`src/rtl/usb_prot_pkg.sv`:
```
// Shared constants, state encoding and CRC helper for the USB protocol framer.
package usb_prot_pkg;

  localparam logic [7:0] SYNC0     = 8'h5E;
  localparam logic [7:0] SYNC1     = 8'h4D;
  localparam logic [7:0] CRC_POLY  = 8'h07;
  localparam int         HDR_BYTES = 6;
  localparam int         LEN_W     = 16;

  typedef enum logic [2:0] {
    IDLE = 3'd0,
    HDR  = 3'd1,
    BODY = 3'd2,
    TAIL = 3'd3,
    DONE = 3'd4
  } enc_state_e;

  // One byte of CRC8 (poly 0x07, MSB first, no reflection).
  function automatic logic [7:0] crc8_byte(input logic [7:0] crc, input logic [7:0] b);
    logic [7:0] c;
    c = crc ^ b;
    for (int i = 0; i < 8; i++)
      c = c[7] ? ({c[6:0], 1'b0} ^ CRC_POLY) : {c[6:0], 1'b0};
    return c;
  endfunction

endpackage

```
`src/rtl/usb_prot_encoder_crc8.sv`:
```
// crc8_ccitt: single-byte CRC8 stage, chained by the framer.
module crc8_ccitt
  import usb_prot_pkg::*;
(
  input  logic [7:0] crc_in,
  input  logic [7:0] din,
  output logic [7:0] crc_out
);

  assign crc_out = crc8_byte(crc_in, din);

endmodule

```
`src/rtl/usb_prot_encoder.sv`:
```
// usb_prot_encoder: transmit framer producing 5E 4D addr lenH lenL hcrc payload dcrc,
// packed MSB-first into 32-bit words with a byte-count qualifier.
// Optional macro USB_ENC_CRC_INJ_EN adds crc_inj_i, which inverts the emitted dcrc.
module usb_prot_encoder
  import usb_prot_pkg::*;
#(
  parameter logic [LEN_W-1:0] MAX_LEN  = 16'd4096,
  parameter logic [7:0]       CRC_INIT = 8'h00
) (
  input  logic        clk,
  input  logic        rst_n,
  input  logic        start_i,
  input  logic [7:0]  addr_i,
  input  logic [15:0] len_i,
  input  logic [31:0] dat_i,
  input  logic        dat_vld_i,
  output logic        dat_rdy_o,
  output logic        op_o,
  output logic [31:0] op_dat_o,
  output logic [2:0]  op_be_o,
  input  logic        op_rdy_i,
`ifdef USB_ENC_CRC_INJ_EN
  input  logic        crc_inj_i,
`endif
  output logic        busy_o,
  output logic        done_o,
  output logic        err_o
);

  // CRC state after the two constant sync bytes.
  localparam logic [7:0] SYNC_CRC = crc8_byte(crc8_byte(CRC_INIT, SYNC0), SYNC1);

  enc_state_e       state;
  logic [LEN_W-1:0] rem;     // payload bytes not yet consumed
  logic [15:0]      carry;   // leftover bytes, left-aligned
  logic [1:0]       ncarry;  // valid carry bytes once the payload is exhausted
  logic [7:0]       crc_q;   // running data CRC
  logic             inj_q;

  // Header CRC: addr, lenH, lenL chained onto the sync CRC.
  logic [7:0] hdr_b [3];
  logic [7:0] hc    [4];
  assign hdr_b[0] = addr_i;
  assign hdr_b[1] = len_i[15:8];
  assign hdr_b[2] = len_i[7:0];
  assign hc[0]    = SYNC_CRC;

  // Data CRC: four stages, each bypassed once the byte lies beyond len.
  logic [7:0] db   [4];
  logic [7:0] dc_o [4];
  logic [7:0] dc   [5];
  assign dc[0] = crc_q;

  for (genvar g = 0; g < 3; g++) begin : g_hcrc
    crc8_ccitt u_hcrc (.crc_in(hc[g]), .din(hdr_b[g]), .crc_out(hc[g+1]));
  end

  for (genvar g = 0; g < 4; g++) begin : g_dcrc
    assign db[g] = dat_i[31-8*g -: 8];
    crc8_ccitt u_dcrc (.crc_in(dc[g]), .din(db[g]), .crc_out(dc_o[g]));
    assign dc[g+1] = (rem > LEN_W'(g)) ? dc_o[g] : dc[g];
  end

  logic        out_free, take, last_w, start_ok, start_bad;
  logic [7:0]  dcrc_nxt, dcrc_q;
  logic [31:0] body_w, tail_w;

  assign out_free  = !op_o || op_rdy_i;
  assign dat_rdy_o = (state == BODY) && (rem != '0) && out_free;
  assign take      = dat_rdy_o && dat_vld_i;
  assign last_w    = rem <= LEN_W'(4);
  assign start_ok  = (state == IDLE) && start_i && (len_i <= MAX_LEN);
  assign start_bad = (state == IDLE) && start_i && (len_i > MAX_LEN);
  assign dcrc_nxt  = dc[4] ^ {8{inj_q}};
  assign dcrc_q    = crc_q ^ {8{inj_q}};
  assign busy_o    = state != IDLE;
  assign done_o    = (state == DONE) && op_o && op_rdy_i;

  // A single trailing payload byte leaves room for dcrc in the same word.
  assign body_w = (rem == LEN_W'(1)) ? {carry, db[0], dcrc_nxt} : {carry, db[0], db[1]};

  // Tail flush: leftover carry bytes, then dcrc, zero padded.
  always_comb begin
    tail_w = {dcrc_q, 24'h0};
    case (ncarry)
      2'd2:    tail_w = {carry, dcrc_q, 8'h00};
      2'd1:    tail_w = {carry[15:8], dcrc_q, 16'h0};
      default: ;
    endcase
  end

`ifdef USB_ENC_CRC_INJ_EN
  // Injection flag is frozen for the whole frame.
  always_ff @(posedge clk or negedge rst_n)
    if (!rst_n)        inj_q <= 1'b0;
    else if (start_ok) inj_q <= crc_inj_i;
`else
  assign inj_q = 1'b0;
`endif

  // Framer FSM plus the output register, which only moves when it is free.
  always_ff @(posedge clk or negedge rst_n) begin
    if (!rst_n) begin
      state    <= IDLE;
      op_o     <= 1'b0;
      op_dat_o <= '0;
      op_be_o  <= '0;
      err_o    <= 1'b0;
      carry    <= '0;
      ncarry   <= '0;
      crc_q    <= CRC_INIT;
      rem      <= '0;
    end else begin
      err_o <= start_bad;
      case (state)
        IDLE: if (start_ok) begin
          state    <= HDR;
          op_o     <= 1'b1;
          op_dat_o <= {SYNC0, SYNC1, addr_i, len_i[15:8]};
          op_be_o  <= 3'd4;
          carry    <= {len_i[7:0], hc[3]};
          ncarry   <= 2'd2;
          crc_q    <= CRC_INIT;
          rem      <= len_i;
        end
        HDR: if (op_rdy_i) begin
          op_o  <= 1'b0;
          state <= (rem == '0) ? TAIL : BODY;
        end
        BODY: begin
          if (take) begin
            op_o     <= 1'b1;
            op_dat_o <= body_w;
            op_be_o  <= 3'd4;
            crc_q    <= dc[4];
            carry    <= {db[2], db[3]};
            rem      <= last_w ? '0 : rem - LEN_W'(4);
            if (last_w) begin
              ncarry <= rem[1:0] - 2'd2;
              state  <= (rem == LEN_W'(1)) ? DONE : TAIL;
            end
          end else if (op_rdy_i) begin
            op_o <= 1'b0;
          end
        end
        TAIL: if (out_free) begin
          op_o     <= 1'b1;
          op_dat_o <= tail_w;
          op_be_o  <= {1'b0, ncarry} + 3'd1;
          state    <= DONE;
        end
        DONE: if (op_rdy_i) begin
          op_o  <= 1'b0;
          state <= IDLE;
        end
        default: state <= IDLE;
      endcase
    end
  end

endmodule

```
`config.mk`:
```
export PLATFORM = sky130hd
export DESIGN_NAME = usb_prot_encoder
export DESIGN_NICKNAME = d
export VERILOG_FILES = /design/src/rtl/usb_prot_pkg.sv /design/src/rtl/usb_prot_encoder_crc8.sv /design/src/rtl/usb_prot_encoder.sv
export SDC_FILE = /design/constraint.sdc
export NUM_CORES = 1
export LEC_CHECK = 0
export BUFFER_PORTS_ARGS = -buffer_cell sky130_fd_sc_hd__buf_2
export CORE_ASPECT_RATIO = 0.7
export CORE_MARGIN = 8
export CORE_UTILIZATION = 63
export DETAILED_ROUTE_END_ITERATION = 7
export PLACE_DENSITY_LB_ADDON = 0.2
export SLEW_MARGIN = 20
export SYNTH_ARGS = -nofsm -noshare
export SYNTH_HDL_FRONTEND = slang
export SYNTH_HIERARCHICAL = 1
export SYNTH_SLANG_ARGS = --single-unit
```
`constraint.sdc`:
```
create_clock -name clk -period 10.49 [get_ports clk]
set_input_delay 2.098 -clock clk [delete_from_list [all_inputs] [get_ports clk]]
set_output_delay 2.098 -clock clk [all_outputs]
set_load 0.01 [all_outputs]
```
==> results_dict.tcl, run 1 <==
set metrics [dict create \
    gp_congestion 1.07 \
    path_cells "buf_2 -> xnor2_1 -> xor2_1 -> xor2_1 -> mux2_2 -> xnor2_1 -> xor2_1 -> xor2_1 -> a21oi_1 -> a21oi_1 -> xnor2_1 -> xor2_1 -> xor2_1 -> mux2_2 -> xnor2_1 -> xor2_1 -> xor2_1 -> inv_1 -> o41ai_1 -> a221oi_1 -> o2bb2ai_1" \
    holdWs_ns 0.502 \
    drtIter0Drc 782 \
    final_common_cell "buf_2" \
    cap_viol_max_count 0 \
    cp.required_ns 10.76 \
    num_rows 31 \
    setup_viol 0 \
    path_class "in2reg" \
    worst_pin_slew_ns 1.15 \
    tns_ns 0 \
    grt_pass1_vias 6309 \
    syn_area_per_cell_um2 9.22 \
    grt_antenna_before_repair 0 \
    hpwlAfterDp_um 16700 \
    post-route-period-util_pct 65.7 \
    via_count 6497 \
    endpoint_kind "flop" \
    cts-root-buf "clkbuf_16" \
    holdPathStages 1 \
    cp_slowest_stage_delay_ns 0.38 \
    clk_pin_slew_ns 0.07 \
    cp_max_fo 3 \
    hold_class "reg2reg" \
    rsz0062_at_grt "false" \
    grt_pass1_wl_um 35900 \
    track_usage_pct 32.1 \
    fin_skew_ns 0.00761 \
    holdBufCountCts 0 \
    syn-cell-area_mm2 0.00661 \
    numCtsBuffers 9 \
    crit_top_cell "xor2_1" \
    ys_ff_latch 82 \
    area_delta_synth_final_pct 14.0 \
    diodes 0 \
    cts.repair.resized 0 \
    die_w_um 138 \
    timing.final.max_slew_violations 0 \
    min_to "op_dat_o[2]" \
    fin_nets 865 \
    drtPass1Iterations 7 \
    dieArea_mm2 0.0141 \
    cts_setup_buffers 0 \
    ant_nets 0 \
    cts.sinks 82 \
    wire_per_inst_um 24.2 \
    r2r_slack_ns 3.80 \
    die_h_um 102 \
    cp-start-kind "input port" \
    yosysWarnings 6 \
    layout_common_cells "99 x buf_2, 82 x dfrtp_1, 70 x xnor2_1" \
    io_buffers 100 \
    reg2reg_from "rem[2]" \
    cts_tree "built" \
    drive_gt1_share_pct 22.5 \
    htree_levels 3 \
    fmax_mhz 145 \
    core_area_mm2 0.0103 \
    synth_flop_cell "dfrtp_1" \
    drc 0 \
    synth-seq-area-share_pct 31.1 \
    final.min_clock_period_ns 6.90 \
    yosysUniqueCellTypes 65 \
    postSynth.asyncResetShare_pct 100 \
    viasPerCell 6.94 \
    cp_slowest_cell "a21oi_1" \
    max_slew_margin_pct 22.8 \
    finalHoldViolations 0 \
    ctsLongestPathBuffers 2 \
    io_pins 101 \
    grt_max_degree 83 \
    status "finished clean" \
    worstHoldStart "op_dat_o[2]" \
    routed_wl_um 22700 \
    worst_skew_pair.late_latency_ns 0.35 \
    cp.arrival_ns 7.17 \
    start_util_pct 64.3 \
    overflow 0 \
    reg2reg_to "op_dat_o[2]" \
    synth_edf_count 0 \
    rr_worst_depth 21 \
    synthCells 717 \
]
==> cells in the mapped netlist, types with 9 or more instances <==
library cell  number  area share (%)
nand3_1           23             1.7
a31oi_1           10            0.95
dfrtp_1           82              31
nand2_1           59             3.4
o22ai_1           22             2.1
a221o_1           15             2.3
buf_2             16             1.2
mux2i_1           14             2.1
a2bb2oi_1          9             1.2
a22o_1            11             1.5
nor2_1            12            0.68
mux2_2            19             3.2
clkbuf_1          24             1.4
inv_1             19             1.1
a21oi_1           32             2.4
xnor2_2           21             5.2
xnor2_1           70             9.3
o21ai_0           33             2.5
xor2_1            56             7.4
a221oi_1          17             2.3
nor3_1            29             2.2
==> worst max-delay path: cells and delay by family <==
family	cells	cell delay, ns
compound gates	5	1.14
xor+xnor	12	3.13
mux	2	0.60
buf+inv	2	0.19
==> cell families (layout without fill, tap and decap cells) <==
group           Yosys count  after routing  synth area share [%]
compound gates          210            210                  22.7
xor+xnor                147            147                  21.9
fa+ha+maj                 5              5                 0.947
buf+inv                  65            146                  4.22
flops                    82             82                  31.1
mux                      33             33                  5.36
other cells               2              8                 0.114
simple gates            173            173                  13.7
==> worst max path at each step <==
stage / from / to / slack [ns] / cells past startpoint
final: dat_i[26] / op_dat_o[2] / 3.59 / 21
after global routing: dat_i[26] / op_dat_o[2] / 3.25 / 21
after CTS: dat_i[26] / op_dat_o[3] / 3.74 / 21
after detailed placement: dat_i[26] / op_dat_o[2] / 3.52 / 21
after global placement: dat_i[26] / op_dat_o[3] / 3.50 / 21
after floorplan: dat_i[26] / op_dat_o[2] / 4.42 / 20
==> state kept, by name, summed over array words and instances (netlist names) <==
name      cells
ncarry        2
op_o          1
carry        16
rem          16
crc_q         8
state         3
op_be_o       3
err_o         1
op_dat_o     32
==> metal layers <==
| layer | vias to the layer above | part of all wire, % | routed length, µm | global-route usage (%) |
|---|---|---|---|---|
| li1 | 2810 | - | - | - |
| met1 | 3104 | 42 | 9620 | 44.0 |
| met2 | 497 | 41 | 9370 | 47.4 |
| met3 | 86 | 13 | 2880 | 9.37 |
| met4 | 0 | 3.6 | 820 | 11.5 |
| met5 | - | 0 | 0 | 0 |
==> per-stage QoR <==
stage	cell area (µm²)	cells	utilization, %	setup slack [ns]
floorplan	6630	723	-	4.42
global placement	7190	920	70.0	3.50
detailed placement	7190	920	70.0	3.52
CTS	7530	936	73.2	3.74
global route	7530	936	73.3	3.25
finish	7530	936	73.3	3.59
==> area by class of cell <==
class	instances	area, µm²
timing repair buffer	108	567
clock inverter	7	111
multi-input combinational	576	4330
inverter	22	82.6
fill	766	2750
tap	132	165
sequential	82	2050
clock buffer	9	225
Power of run 1 is not shown: default switching activity piles up to over one toggle a cycle in this logic, so the estimate is an artifact.
==> run 2, diff against run 1 <==
CORE_UTILIZATION = 58   (was 63)
clock period = 6.71 ns   (was 10.49 ns; I/O delays follow)
==> run 2 against run 1 <==
Effect of this change: clock skew is 0.0025 ns lower; final cell count is 2.7% higher; wire length is 1.8% lower; core utilization is 4.8 points lower; cell area is 0.40% higher; first-iteration DRC count is 6.9% lower; count of clock-buffer cells in the layout is 1 higher; critical path depth stayed put; worst setup slack worse by 3.2 ns; register-to-register slack worse by 3.3 ns; non-clock buffer count is 4 higher.
==> results_dict.tcl, run 2 (same netlist as run 1, synthesis figures left out) <==
set metrics [dict create \
    status "finished clean" \
    cts_tree "built" \
    max_slew_margin_pct 24.0 \
    drtIter0Drc 728 \
    rr_worst_depth 21 \
    io_buffers 100 \
    path_class "in2reg" \
    cp.required_ns 6.97 \
    grt_max_degree 83 \
    fin_skew_ns 0.00513 \
    io_pins 101 \
    core_area_mm2 0.0111 \
    reg2reg_from "rem[8]" \
    cp_slowest_cell "o41ai_1" \
    fmax_mhz 159 \
    holdPathStages 2 \
    timing.final.max_slew_violations 0 \
    viasPerCell 6.55 \
    busiest_layer "met2" \
    clk_pin_slew_ns 0.06 \
    min_to "op_dat_o[9]" \
    tns_ns 0 \
    overflow 0 \
    endpoint_kind "flop" \
    worst_skew_pair.late_latency_ns 0.34 \
    via_count 6291 \
    wire_per_inst_um 23.2 \
    grt_antenna_before_repair 0 \
    holdBufCountCts 0 \
    cts-root-buf "clkbuf_16" \
    track_usage_pct 29.1 \
    n_fill_cell 898 \
    routed_wl_um 22300 \
    gp_congestion 0.951 \
    worstHoldStart "op_dat_o[9]" \
    reg2reg_to "op_dat_o[2]" \
    cts.sinks 82 \
    rsz0062_at_grt "false" \
    cts_setup_buffers 0 \
    numCtsBuffers 9 \
    ctsLongestPathBuffers 2 \
    cp.depth 21 \
    largest_reg_flops 32 \
    diodes 0 \
    grt_pass1_vias 6137 \
    ant_nets 0 \
    post-route-period-util_pct 93.4 \
    drc 0 \
    fin_nets 869 \
    final_common_cell "buf_2" \
    cp.arrival_ns 6.53 \
    die_w_um 144 \
    cp_slowest_stage_delay_ns 0.49 \
    reg_top3 "op_dat_o x32, carry x16, rem x16" \
    crit_top_cell "xor2_1" \
    cp-start-kind "input port" \
    r2r_slack_ns 0.52 \
    worst_pin_slew_ns 1.14 \
    setup_viol 0 \
    htree_levels 3 \
    layout_common_cells "99 x buf_2, 82 x dfrtp_1, 70 x xnor2_1" \
    grtUsageMet2_pct 42.6 \
    cts.repair.resized 0 \
    multi_input_area_mm2 0.00433 \
    cap_viol_max_count 0 \
    drive_gt1_share_pct 22.9 \
    final.min_clock_period_ns 6.27 \
    area_delta_synth_final_pct 14.4 \
    seq_area_mm2 0.00205 \
    hpwlAfterDp_um 16800 \
    hold_class "reg2reg" \
    regMostFlops "op_dat_o" \
    die_h_um 105 \
    path_cells "buf_2 -> xnor2_1 -> xor2_1 -> xor2_1 -> mux2_2 -> xnor2_1 -> xor2_1 -> xor2_1 -> a21oi_1 -> a21oi_1 -> xnor2_1 -> xor2_1 -> xor2_1 -> mux2_2 -> xnor2_1 -> xor2_1 -> xor2_1 -> inv_1 -> o41ai_1 -> a221oi_1 -> o2bb2ai_1" \
    use_met1_pct 41.1 \
    grt_pass1_wl_um 34400 \
    use_met3_pct 8.34 \
    finalHoldViolations 0 \
    cp.buffers_inverters 2 \
    critPathTopFamily "XOR/XNOR gates" \
    cp_max_fo 3 \
    num_rows 32 \
    drtPass1Iterations 5 \
    dieArea_mm2 0.0151 \
    start_util_pct 59.8 \
]
## run 2: per-stage QoR
stage | instance area [µm²] | utilization, % | setup WS, ns | cells | hold slack, ns
floorplan | 6630 | - | 1.40 | 723 | 0.473
global placement | 7250 | 65.6 | 0.282 | 945 | 0.471
detailed placement | 7250 | 65.6 | 0.347 | 945 | 0.491
CTS | 7560 | 68.4 | 0.608 | 961 | 0.510
global route | 7560 | 68.4 | 0.192 | 961 | 0.536
finish | 7560 | 68.4 | 0.440 | 961 | 0.510
## run 2: metal layers
metal / vias to the layer above / share of wire [%]
li1: 2817 / -
met1: 3019 / 43
met2: 408 / 42
met3: 47 / 12
met4: 0 / 2.3
met5: - / 0
## run 2: worst max-delay path by stage
stage / slack [ns] / startpoint / end
after floorplan: 1.40 / dat_i[26] / op_dat_o[2]
after global placement: 0.28 / dat_i[26] / op_dat_o[2]
after detailed placement: 0.35 / dat_i[26] / op_dat_o[2]
after CTS: 0.61 / dat_i[26] / op_dat_o[2]
after global routing: 0.19 / dat_i[26] / op_dat_o[2]
final: 0.44 / dat_i[26] / op_dat_o[2]
## run 2: area by class of cell
cell class / instances / area share [%]
clock buffer: 10 / 3.16
clock inverter: 6 / 0.943
inverter: 22 / 1.09
multi-input combinational: 576 / 57.2
sequential: 82 / 27.1
tap: 153 / 2.53
timing repair buffer: 112 / 7.89
## run 2: worst min-delay path, cell delays in order, from the launching register on
cell,delay [ns]
dfrtp_1,0.35
nand3_1,0.06
o21ai_0,0.07
Power of run 2 is left out for the same reason.
==> run 3, diff against run 2 <==
CORE_UTILIZATION = 55   (was 58)
==> run 3 against run 2 <==
Effect of this change: worst setup slack improved by 0.22 ns; first-iteration DRC count shrank 14%; die area is 4.7% higher; via count fell by 0.49%; non-clock buffer count shrank 1; clock skew rose by 0.0015 ns; sequential cell count did not move; largest cell class unchanged; highest routed layer unchanged.
==> results_dict.tcl, run 3 (same netlist as run 1, synthesis figures left out) <==
set metrics [dict create \
    status "finished clean" \
    wire_per_inst_um 23.0 \
    holdBufCountCts 0 \
    multi_input_area_mm2 0.00433 \
    place_ws_ns 0.538 \
    hold_class "reg2reg" \
    grt_max_degree 44 \
    htree_levels 3 \
    num_rows 33 \
    drive_gt1_share_pct 22.8 \
    endpoint_kind "flop" \
    via_count 6260 \
    drc 0 \
    holdWs_ns 0.500 \
    area_delta_synth_final_pct 13.9 \
    fmax_mhz 165 \
    die_h_um 108 \
    rr_worst_depth 21 \
    numCtsBuffers 9 \
    start_util_pct 56.3 \
    cts_tree "built" \
    path_class "reg2reg" \
    cp_max_fo 16 \
    hpwlAfterDp_um 16900 \
    fin_nets 868 \
    track_usage_pct 28.0 \
    holdPathStages 1 \
    largest_reg_flops 32 \
    clk_pin_slew_ns 0.07 \
    finalHoldViolations 0 \
    diodes 0 \
    drtPass1Iterations 5 \
    max_slew_margin_pct 18.1 \
    drtIter0Drc 626 \
    seq_area_mm2 0.00205 \
    cp-start-kind "flop" \
    regMostFlops "op_dat_o" \
    setup_viol 0 \
    cts.sinks 82 \
    grt_pass1_wl_um 35000 \
    io_pins 101 \
    post-route-period-util_pct 90.2 \
    cap_viol_max_count 0 \
    overflow 0 \
    cts_setup_buffers 0 \
    grt_pass1_vias 6258 \
    tns_ns 0 \
    layout_common_cells "99 x buf_2, 82 x dfrtp_1, 70 x xnor2_1" \
    worst_pin_slew_ns 1.23 \
    rsz0062_at_grt "false" \
    dieArea_mm2 0.0158 \
    final.min_clock_period_ns 6.05 \
    cts.repair.resized 0 \
    ant_nets 0 \
    ctsLongestPathBuffers 2 \
    cts-root-buf "clkbuf_16" \
    reg_top3 "op_dat_o x32, carry x16, rem x16" \
    fin_skew_ns 0.00667 \
    io_buffers 100 \
    setup_slack_ns 0.658 \
    worst_skew_pair.late_latency_ns 0.35 \
    cp.required_ns 6.98 \
    die_w_um 147 \
    routed_wl_um 22100 \
    gp_congestion 0.997 \
    core_area_mm2 0.0117 \
    n_fill_cell 1042 \
    cp.arrival_ns 6.32 \
    final_common_cell "buf_2" \
    grt_antenna_before_repair 0 \
    timing.final.max_slew_violations 0 \
    viasPerCell 6.49 \
]
-- run 3: changes by cell type in the layout (fill, tap and decap cells not counted), sizes merged --
cell / previous run / this run
buf: 112 / 111
clkinvlp: 2 / 1
clkbuf: 10 / 9
clkinv: 1 / 2
bufinv: 1 / 0
inv: 24 / 26
-- run 3: final timing paths --
kind / startpoint / end / slack (ns)
setup / recovery: rem[8] / op_dat_o[2] / 0.66
hold / removal: op_dat_o[0] / op_dat_o[0] / 0.50
setup reg to reg: rem[8] / op_dat_o[2] / 0.66
hold reg to reg: op_dat_o[0] / op_dat_o[0] / 0.50
max in group asynchronous: rst_n / op_dat_o[9] / 4.70
min in group asynchronous: rst_n / op_dat_o[15] / 0.97
-- run 3: area by class of cell --
cell class                      instances  share of cell area [%]
Clock buffer                            9                    2.99
Clock inverter                          7                   0.781
Inverter                               22                    1.10
Multi-Input combinational cell        576                    57.5
Sequential cell                        82                    27.3
Tap cell                              157                    2.61
Timing Repair Buffer                  111                    7.78
-- run 3: per-stage QoR --
stage | cells | util, % | instance area, µm²
CTS | 964 | 64.2 | 7530
global route | 964 | 64.2 | 7530
detailed placement | 948 | 61.8 | 7240
global placement | 948 | 61.8 | 7240
finish | 964 | 64.2 | 7530
floorplan | 723 | - | 6630
-- run 3: critical path: stages, from the launching register on --
cell and delay (ns):
dfrtp_1 0.47, nor3_1 0.52, and4_1 0.26, buf_4 0.21
nand2_1 0.27, mux2_2 0.37, xnor2_1 0.25, xor2_1 0.27
xor2_1 0.23, a21oi_1 0.06, a21oi_1 0.37, xnor2_1 0.23
xor2_1 0.28, xor2_1 0.14, mux2_2 0.29, xnor2_1 0.31
xor2_1 0.30, xor2_1 0.34, inv_1 0.08, o41ai_1 0.41
a221oi_1 0.10, o2bb2ai_1 0.21
-- run 3: routing by layer --
metal | global-route usage, % | wire, µm | up-vias | share of wire (%)
li1 | - | - | 2820 | -
met3 | 10.3 | 2760 | 39 | 12
met2 | 41.2 | 9310 | 379 | 42
met4 | 8.99 | 457 | 0 | 2.1
met5 | 0 | 0 | - | 0
met1 | 37.5 | 9610 | 3022 | 43
Power of run 3 is left out for the same reason.
